[config.mk]
export PLATFORM = sky130hd
export DESIGN_NAME = adder_result_accumulator_flat
export DESIGN_NICKNAME = d
export VERILOG_FILES = /design/src/rtl/adder_result_accumulator_if.sv /design/src/rtl/adder_result_accumulator.sv /design/src/flat_wrapper.sv
export SDC_FILE = /design/constraint.sdc
export NUM_CORES = 1
export LEC_CHECK = 0
export ABC_AREA = 1
export CAP_MARGIN = 15
export CORE_ASPECT_RATIO = 1.5
export CORE_MARGIN = 5
export CORE_UTILIZATION = 40
export CTS_CLUSTER_DIAMETER = 30
export DETAILED_ROUTE_END_ITERATION = 10
export HOLD_SLACK_MARGIN = 0.12
export PLACE_DENSITY_LB_ADDON = 0.25
export SLEW_MARGIN = 30
export SYNTH_ARGS = -nofsm -noshare
export SYNTH_HDL_FRONTEND = slang
export SYNTH_SLANG_ARGS = --single-unit
[constraint.sdc]
create_clock -name clk -period 2.22 [get_ports clk]
set_input_delay 0.333 -clock clk [delete_from_list [all_inputs] [get_ports clk]]
set_output_delay 0.333 -clock clk [all_outputs]
set_load 0.02 [all_outputs]
[src/rtl/adder_result_accumulator_if.sv]
// Handshake bundle between an adder result producer, the accumulator and the frame consumer.
// Latency: none, wires only.
// Backpressure: in_ready/out_ready carry flow control in each direction.
interface adder_result_accumulator_if #(
    parameter int WIDTH     = 1,
    parameter int ACC_WIDTH = 16,
    parameter int CNT_W     = 8
);
    logic                 in_valid;
    logic                 in_ready;
    logic [WIDTH-1:0]     sum;
    logic                 cout;
    logic                 flush;
    logic                 out_valid;
    logic                 out_ready;
    logic [ACC_WIDTH-1:0] acc_out;
    logic [CNT_W-1:0]     out_count;
    logic                 overflow;

    // Producer/consumer side: drives results, flush and out_ready.
    modport master (
        output in_valid, sum, cout, flush, out_ready,
        input  in_ready, out_valid, acc_out, out_count, overflow
    );

    // Accumulator side.
    modport slave (
        input  in_valid, sum, cout, flush, out_ready,
        output in_ready, out_valid, acc_out, out_count, overflow
    );
endinterface

[src/rtl/adder_result_accumulator.sv]
// Sums frames of {cout, sum} adder results into a saturating total with beat count and overflow flag.
// Latency: out_valid rises one cycle after the closing beat; in_ready returns one cycle after handoff.
// Backpressure: while a result is held (out_ready low) in_ready is low and inputs/flush are ignored.
module adder_result_accumulator #(
    parameter int WIDTH     = 1,
    parameter int FRAME_LEN = 4,
    parameter int ACC_WIDTH = 16,
    parameter int CNT_W     = 8
) (
    input  logic                    clk,
    input  logic                    rst_n,
    adder_result_accumulator_if.slave bus
);
    localparam int EXT_W = ACC_WIDTH + 1;
    localparam logic [CNT_W-1:0] FRAME_LEN_C = CNT_W'(FRAME_LEN);

    typedef enum logic {ACCUM, HOLD} state_t;

    state_t               state_q, state_d;
    logic [ACC_WIDTH-1:0] acc_q, acc_d;
    logic [CNT_W-1:0]     cnt_q, cnt_d;
    logic                 ovf_q, ovf_d;

    logic                 beat;
    logic [EXT_W-1:0]     value_ext;
    logic [EXT_W-1:0]     sum_ext;
    logic [CNT_W-1:0]     cnt_inc;

    // Adder result zero-extended one bit past the accumulator so the carry out of the add is visible.
    assign value_ext = EXT_W'({bus.cout, bus.sum});
    assign sum_ext   = {1'b0, acc_q} + value_ext;
    assign cnt_inc   = cnt_q + CNT_W'(1);
    assign beat      = (state_q == ACCUM) && bus.in_valid;

    // Next-state: accumulate beats, close on full frame or non-empty flush, clear on handoff.
    always_comb begin
        state_d = state_q;
        acc_d   = acc_q;
        cnt_d   = cnt_q;
        ovf_d   = ovf_q;
        case (state_q)
            ACCUM: begin
                if (beat) begin
                    cnt_d = cnt_inc;
                    if (sum_ext[ACC_WIDTH]) begin
                        acc_d = '1;
                        ovf_d = 1'b1;
                    end else begin
                        acc_d = sum_ext[ACC_WIDTH-1:0];
                    end
                end
                // A flush with nothing accumulated and no beat this cycle would make an empty frame.
                if ((beat && (cnt_inc == FRAME_LEN_C)) ||
                    (bus.flush && ((cnt_q != '0) || beat))) begin
                    state_d = HOLD;
                end
            end
            HOLD: begin
                if (bus.out_ready) begin
                    state_d = ACCUM;
                    acc_d   = '0;
                    cnt_d   = '0;
                    ovf_d   = 1'b0;
                end
            end
            default: state_d = ACCUM;
        endcase
    end

    // State and frame registers; reset drops any partial frame or held result.
    always_ff @(posedge clk or negedge rst_n) begin
        if (!rst_n) begin
            state_q <= ACCUM;
            acc_q   <= '0;
            cnt_q   <= '0;
            ovf_q   <= 1'b0;
        end else begin
            state_q <= state_d;
            acc_q   <= acc_d;
            cnt_q   <= cnt_d;
            ovf_q   <= ovf_d;
        end
    end

    assign bus.in_ready  = (state_q == ACCUM);
    assign bus.out_valid = (state_q == HOLD);
    assign bus.acc_out   = acc_q;
    assign bus.out_count = cnt_q;
    assign bus.overflow  = ovf_q;
endmodule
[src/flat_wrapper.sv]
// flat-port wrapper written by rule: the top's interface ports become plain ports
module adder_result_accumulator_flat 
#(
    parameter int WIDTH     = 1,
    parameter int FRAME_LEN = 4,
    parameter int ACC_WIDTH = 16,
    parameter int CNT_W     = 8
)
  (clk, rst_n, bus_in_valid, bus_sum, bus_cout, bus_flush, bus_out_ready, bus_in_ready, bus_out_valid, bus_acc_out, bus_out_count, bus_overflow);
  adder_result_accumulator_if #(.WIDTH(WIDTH), .ACC_WIDTH(ACC_WIDTH), .CNT_W(CNT_W)) bus_i ();
  input  logic clk;
  input  logic rst_n;
  input wire logic [$bits(bus_i.in_valid)-1:0] bus_in_valid;
  input wire logic [$bits(bus_i.sum)-1:0] bus_sum;
  input wire logic [$bits(bus_i.cout)-1:0] bus_cout;
  input wire logic [$bits(bus_i.flush)-1:0] bus_flush;
  input wire logic [$bits(bus_i.out_ready)-1:0] bus_out_ready;
  output wire logic [$bits(bus_i.in_ready)-1:0] bus_in_ready;
  output wire logic [$bits(bus_i.out_valid)-1:0] bus_out_valid;
  output wire logic [$bits(bus_i.acc_out)-1:0] bus_acc_out;
  output wire logic [$bits(bus_i.out_count)-1:0] bus_out_count;
  output wire logic [$bits(bus_i.overflow)-1:0] bus_overflow;
  assign bus_i.in_valid = bus_in_valid;
  assign bus_i.sum = bus_sum;
  assign bus_i.cout = bus_cout;
  assign bus_i.flush = bus_flush;
  assign bus_i.out_ready = bus_out_ready;
  assign bus_in_ready = bus_i.in_ready;
  assign bus_out_valid = bus_i.out_valid;
  assign bus_acc_out = bus_i.acc_out;
  assign bus_out_count = bus_i.out_count;
  assign bus_overflow = bus_i.overflow;
  adder_result_accumulator #(.WIDTH(WIDTH), .FRAME_LEN(FRAME_LEN), .ACC_WIDTH(ACC_WIDTH), .CNT_W(CNT_W)) u_core (.clk(clk), .rst_n(rst_n), .bus(bus_i));
endmodule
; ---- Word-level counts from Yosys, hierarchy flattened
; Cells that the tools add are included.
; W data, S select, Z words.
[totals]
register_bits = 26
latchBits = 0
ramBits = 0
romBits = 0
inputBits = 7
out_inout_bits = 27
wordCells = 33
memories = 0
[classes]
n_addsub = 2
mul = 0
n_div = 0
magnitude_cmp = 0
eq_ne = 4
shifts = 0
muxes = 14
bitwise = 1
reduce_logical = 8
[op_table]
columns = cell, n
row1 = $mux W16, 3
row2 = $pmux W16 S2, 1
row3 = $add A16 B2 Y17, 1
row4 = $mux W8, 2
row5 = $pmux W8 S2, 1
row6 = $add A8 B1 Y8 const B, 1
row7 = $eq A8 B3 Y1 const B, 1
row8 = $reduce_bool A8 Y1, 1
row9 = $mux W1, 5
row10 = $ne A2 B1 Y1 const B, 2
row11 = $pmux W1 S2, 2
row12 = $logic_and A1 B1 Y1, 3
row13 = $reduce_and A3 Y1, 1
row14 = $logic_or A1 B1 Y1, 2
row15 = $ne A2 B2 Y1 const B, 1
row16 = $reduce_and A2 Y1, 1
row17 = $not A1 Y1, 1

; ---- Logic depth before layout (Yosys ltp)
[logic_depth]
word_depth = 7
ltp_mapped = 12
ltp_nobuf = 12

; ---- Worst setup path after synthesis
; No wires, ideal clock.
[synth_timing]
path_kind = register -> register
from = register u_core.acc_q[0], in the netlist u_core.bus.acc_out[0]
to = register u_core.acc_q[8], in the netlist u_core.bus.acc_out[8]
setup_time_ps = 69
t_arrival_ps = 1880
required_ps = 2151
setup_slack_ps = 271
stages_incl_launch_ff = 11
period_less_slack_ps = 1949
cell_sequence = dfrtp_1 > ha_1 > inv_1 > fa_1 > inv_1 > nand2_1 > nor3_4 > nand3_2 > nor2_2 > nand3_2 > nand3_1
[synth_between]
elab_chain_cells = 4
[synth_rtl]
columns = element, line_no
row1 = from (decl), adder_result_accumulator.sv:20  ; logic [ACC_WIDTH-1:0] acc_q, acc_d;
row2 = from (signal assigned), adder_result_accumulator.sv:74  ; acc_q <= '0;
row3 = from (signal assigned), adder_result_accumulator.sv:79  ; acc_q <= acc_d;
row4 = $add A16 B2 Y17, adder_result_accumulator.sv:31  ; assign sum_ext = {1'b0, acc_q} + value_ext;
row5 = $mux W16, adder_result_accumulator.sv:45  ; if (sum_ext[ACC_WIDTH]) begin
row6 = $mux W16, adder_result_accumulator.sv:43  ; if (beat) begin
row7 = $pmux W16 S2, adder_result_accumulator.sv:41  ; case (state_q)
; Every way passes these cells. The select of a mux whose other input is x is not followed.
; A chain may end at the register's enable or synchronous reset.

; ---- Final worst setup path
[layout_timing]
from = input bus_sum
to = register u_core.acc_q[11], in the netlist u_core.bus.acc_out[11]
[layout_between]
elab_chain_cells = 4
[layout_rtl]
columns = element, line_no
row1 = from (decl), flat_wrapper.sv:14  ; input wire logic [$bits(bus_i.sum)-1:0] bus_sum;
row2 = $add A16 B2 Y17, adder_result_accumulator.sv:31
row3 = $mux W16, adder_result_accumulator.sv:45
row4 = $mux W16, adder_result_accumulator.sv:43
row5 = $pmux W16 S2, adder_result_accumulator.sv:41
; Every way passes these cells. The select of a mux whose other input is x is not followed.

==> impl_metrics.ini <==
[status]
status = completed

[cells_and_area]
instances_no_fill = 333
area_growth_pct = 29.4
nNetsFinal = 300
nFillCells = 434
drive_gt1_share_pct = 9.41
diodes = 0

[logic_synthesis]
synth_top_area_share_pct = 38.7
synth_top_area_cell = dfrtp_1
syn_area_um2 = 1680
synthesis.instances = 246
synth.area.top_cells = dfrtp_1, nand2_1, inv_1
syn_area_per_cell_um2 = 6.83
synthArstFlopShare_pct = 100
yosysMostFrequentCell = nand2_1
ys_seq_elements = 26
syn_nets = 258
synthTopCellsByCount = nand2_1, inv_1, nor2_1
yosysUniqueCellTypes = 23
synth-edff-count = 0
seq_area_frac_synth_pct = 38.7
ys_warn_count = 0
ys.flop_type = dfrtp_1

[routing]
drc_errors = 0
antenna_left = 0
drt-pass1-iter-count = 4
routed_wl_um = 4240
drtIter0Drc = 65
wl_per_cell_um = 12.7
vias_per_cell = 5.05
vias = 1683

[timing]
clock-skew-final_ps = 2.26
min_period_ps = 2080
post-route-period-util_pct = 93.6
rsz0062_at_grt = false
worstMarginPinSlew_ps = 436
relSlewSlack_pct = 70.8
fmax_mhz = 481
hold_viol = 0
setup_viol = 0
slew_viol_final = 0

[cts]
clk_latency_ps = 270
cts.sinks = 26
clk_pin_slew_ps = 90
h-tree-depth = 1
root_buffer = clkbuf_8
clockBufferDepth = 2
cts_made_buffers = 3
cts_tree = done

[place]
gp_congestion = 0.833
port_buffers = 33
dp_hpwl_um = 3190
dp.cells = 328

[grt]
antenna_found_initial = 0
grt_overflow = 0
grt_pass1_wl_um = 7340
grt_max_degree = 27
grt_use_total_pct = 16.1
grt_pass1_vias = 1741

[worst_setup_path]
r2r.worst_path.cells = 10
path_class = input port to register
critical_path_peak_fanout = 8
end_kind = register
startpoint_type = input port
critPathRequiredTime_ps = 2430
reg2reg_slack_ps = 260
crit_arrival_ps = 2290

[min_path]
min_path_type = input port to asynchronous set/reset pin

[die]
ios = 34
die_y_um = 89.4
dieWidth_um = 62.9
fp-row-count = 29
start_util_pct = 40.6
die-area_um2 = 5620
core_area_um2 = 4140

[power]
ir_drop_v = 0.000549
leakagePower_nw = 1.00
p_total_mw = 1.73
powerDensity_nw_per_um2 = 796

[job]
drv_cap = 0
## per-stage QoR
step	TNS (ps)	utilization, %	instance area [µm²]	hold WS (ps)	worst slack, ps
finish	0	52.6	2170	420	142
floorplan	0	-	1680	37.4	271
global placement	-1940	50.8	2100	488	-165
global route	0	52.6	2170	443	13.6
CTS	0	52.1	2160	435	95.5
detailed placement	-2230	50.8	2100	497	-193
## layout make-up
cell class | count | area, µm² | share of cell area [%]
flip-flops and latches | 26 | 651 | 29.9
clock buffers | 4 | 55.1 | 2.53
repair buffers | 40 | 383 | 17.6
multi-input cells | 185 | 908 | 41.8
well taps | 46 | 57.6 | 2.65
inverters | 32 | 120 | 5.52
## per-layer routing
layer	share of wire, %	vias up	track usage [%]	routed length (µm)
li1	-	866	-	-
met4	2.1	0	7.34	91
met5	0	-	0	0
met3	2.9	7	1.64	123
met1	41	781	17.5	1760
met2	54	29	31.1	2270
## worst paths after layout
| kind | start | to |
|---|---|---|
| setup / recovery | bus_sum | u_core.bus.acc_out[11] |
| hold / removal | rst_n | u_core.bus.out_valid |
| setup reg to reg | u_core.bus.acc_out[0] | u_core.bus.acc_out[11] |
| hold reg to reg | u_core.bus.overflow | u_core.bus.overflow |
| max in group asynchronous | rst_n | u_core.bus.out_count[1] |
| min in group clk | u_core.bus.overflow | u_core.bus.overflow |
## flip-flops by register name (all words and copies together) (netlist names)
| name | cells |
|---|---|
| u_core.bus.acc_out | 16 |
| u_core.bus.out_valid | 1 |
| u_core.bus.out_count | 8 |
| u_core.bus.overflow | 1 |
## critical path: stages
cell and delay, ps:
clkdlybuf4s50_1 460, ha_1 150, inv_1 60, fa_2 340, inv_2 80, nand2_2 70
nor3_4 350, nand3_2 130, nor2_2 110, nand3_2 110, nand3_1 110
## power breakdown
group | total [mW] | switching [mW] | internal [mW]
Combinational | 0.765 | 0.452 | 0.313
Sequential | 0.653 | 0.102 | 0.551
Clock | 0.312 | 0.153 | 0.159
Total | 1.73 | 0.707 | 1.02
## placed cells by master (no fill, tap or decap), drive strengths merged, types with 3 or more instances in the layout
master and instances:
ha 4, clkdlybuf4s50 33, xor2 3, nand3 22
nand4 6, nand2 84, dfrtp 26, a21oi 4
nor2 29, o21ai 22, nor3 6, buf 7
inv 32, clkbuf 4
## timing repair
| item | 4_1_cts | 5_1_grt |
|---|---|---|
| endpoints found under the setup margin | 0 | 9 |
| resized for setup | 0 | 4 |
| setup buffers | 0 | 1 |
| hold buffers | 0 | 0 |
## kinds of logic after synthesis
logic type | count (synthesis) | share of synthesized area [%]
fa+ha+maj | 5 | 4.17
buf+inv | 35 | 7.82
compound gates | 30 | 9.61
simple gates | 147 | 38.1
xor+xnor | 3 | 1.56
flops | 26 | 38.7
Power figures use the tool's default switching activity.
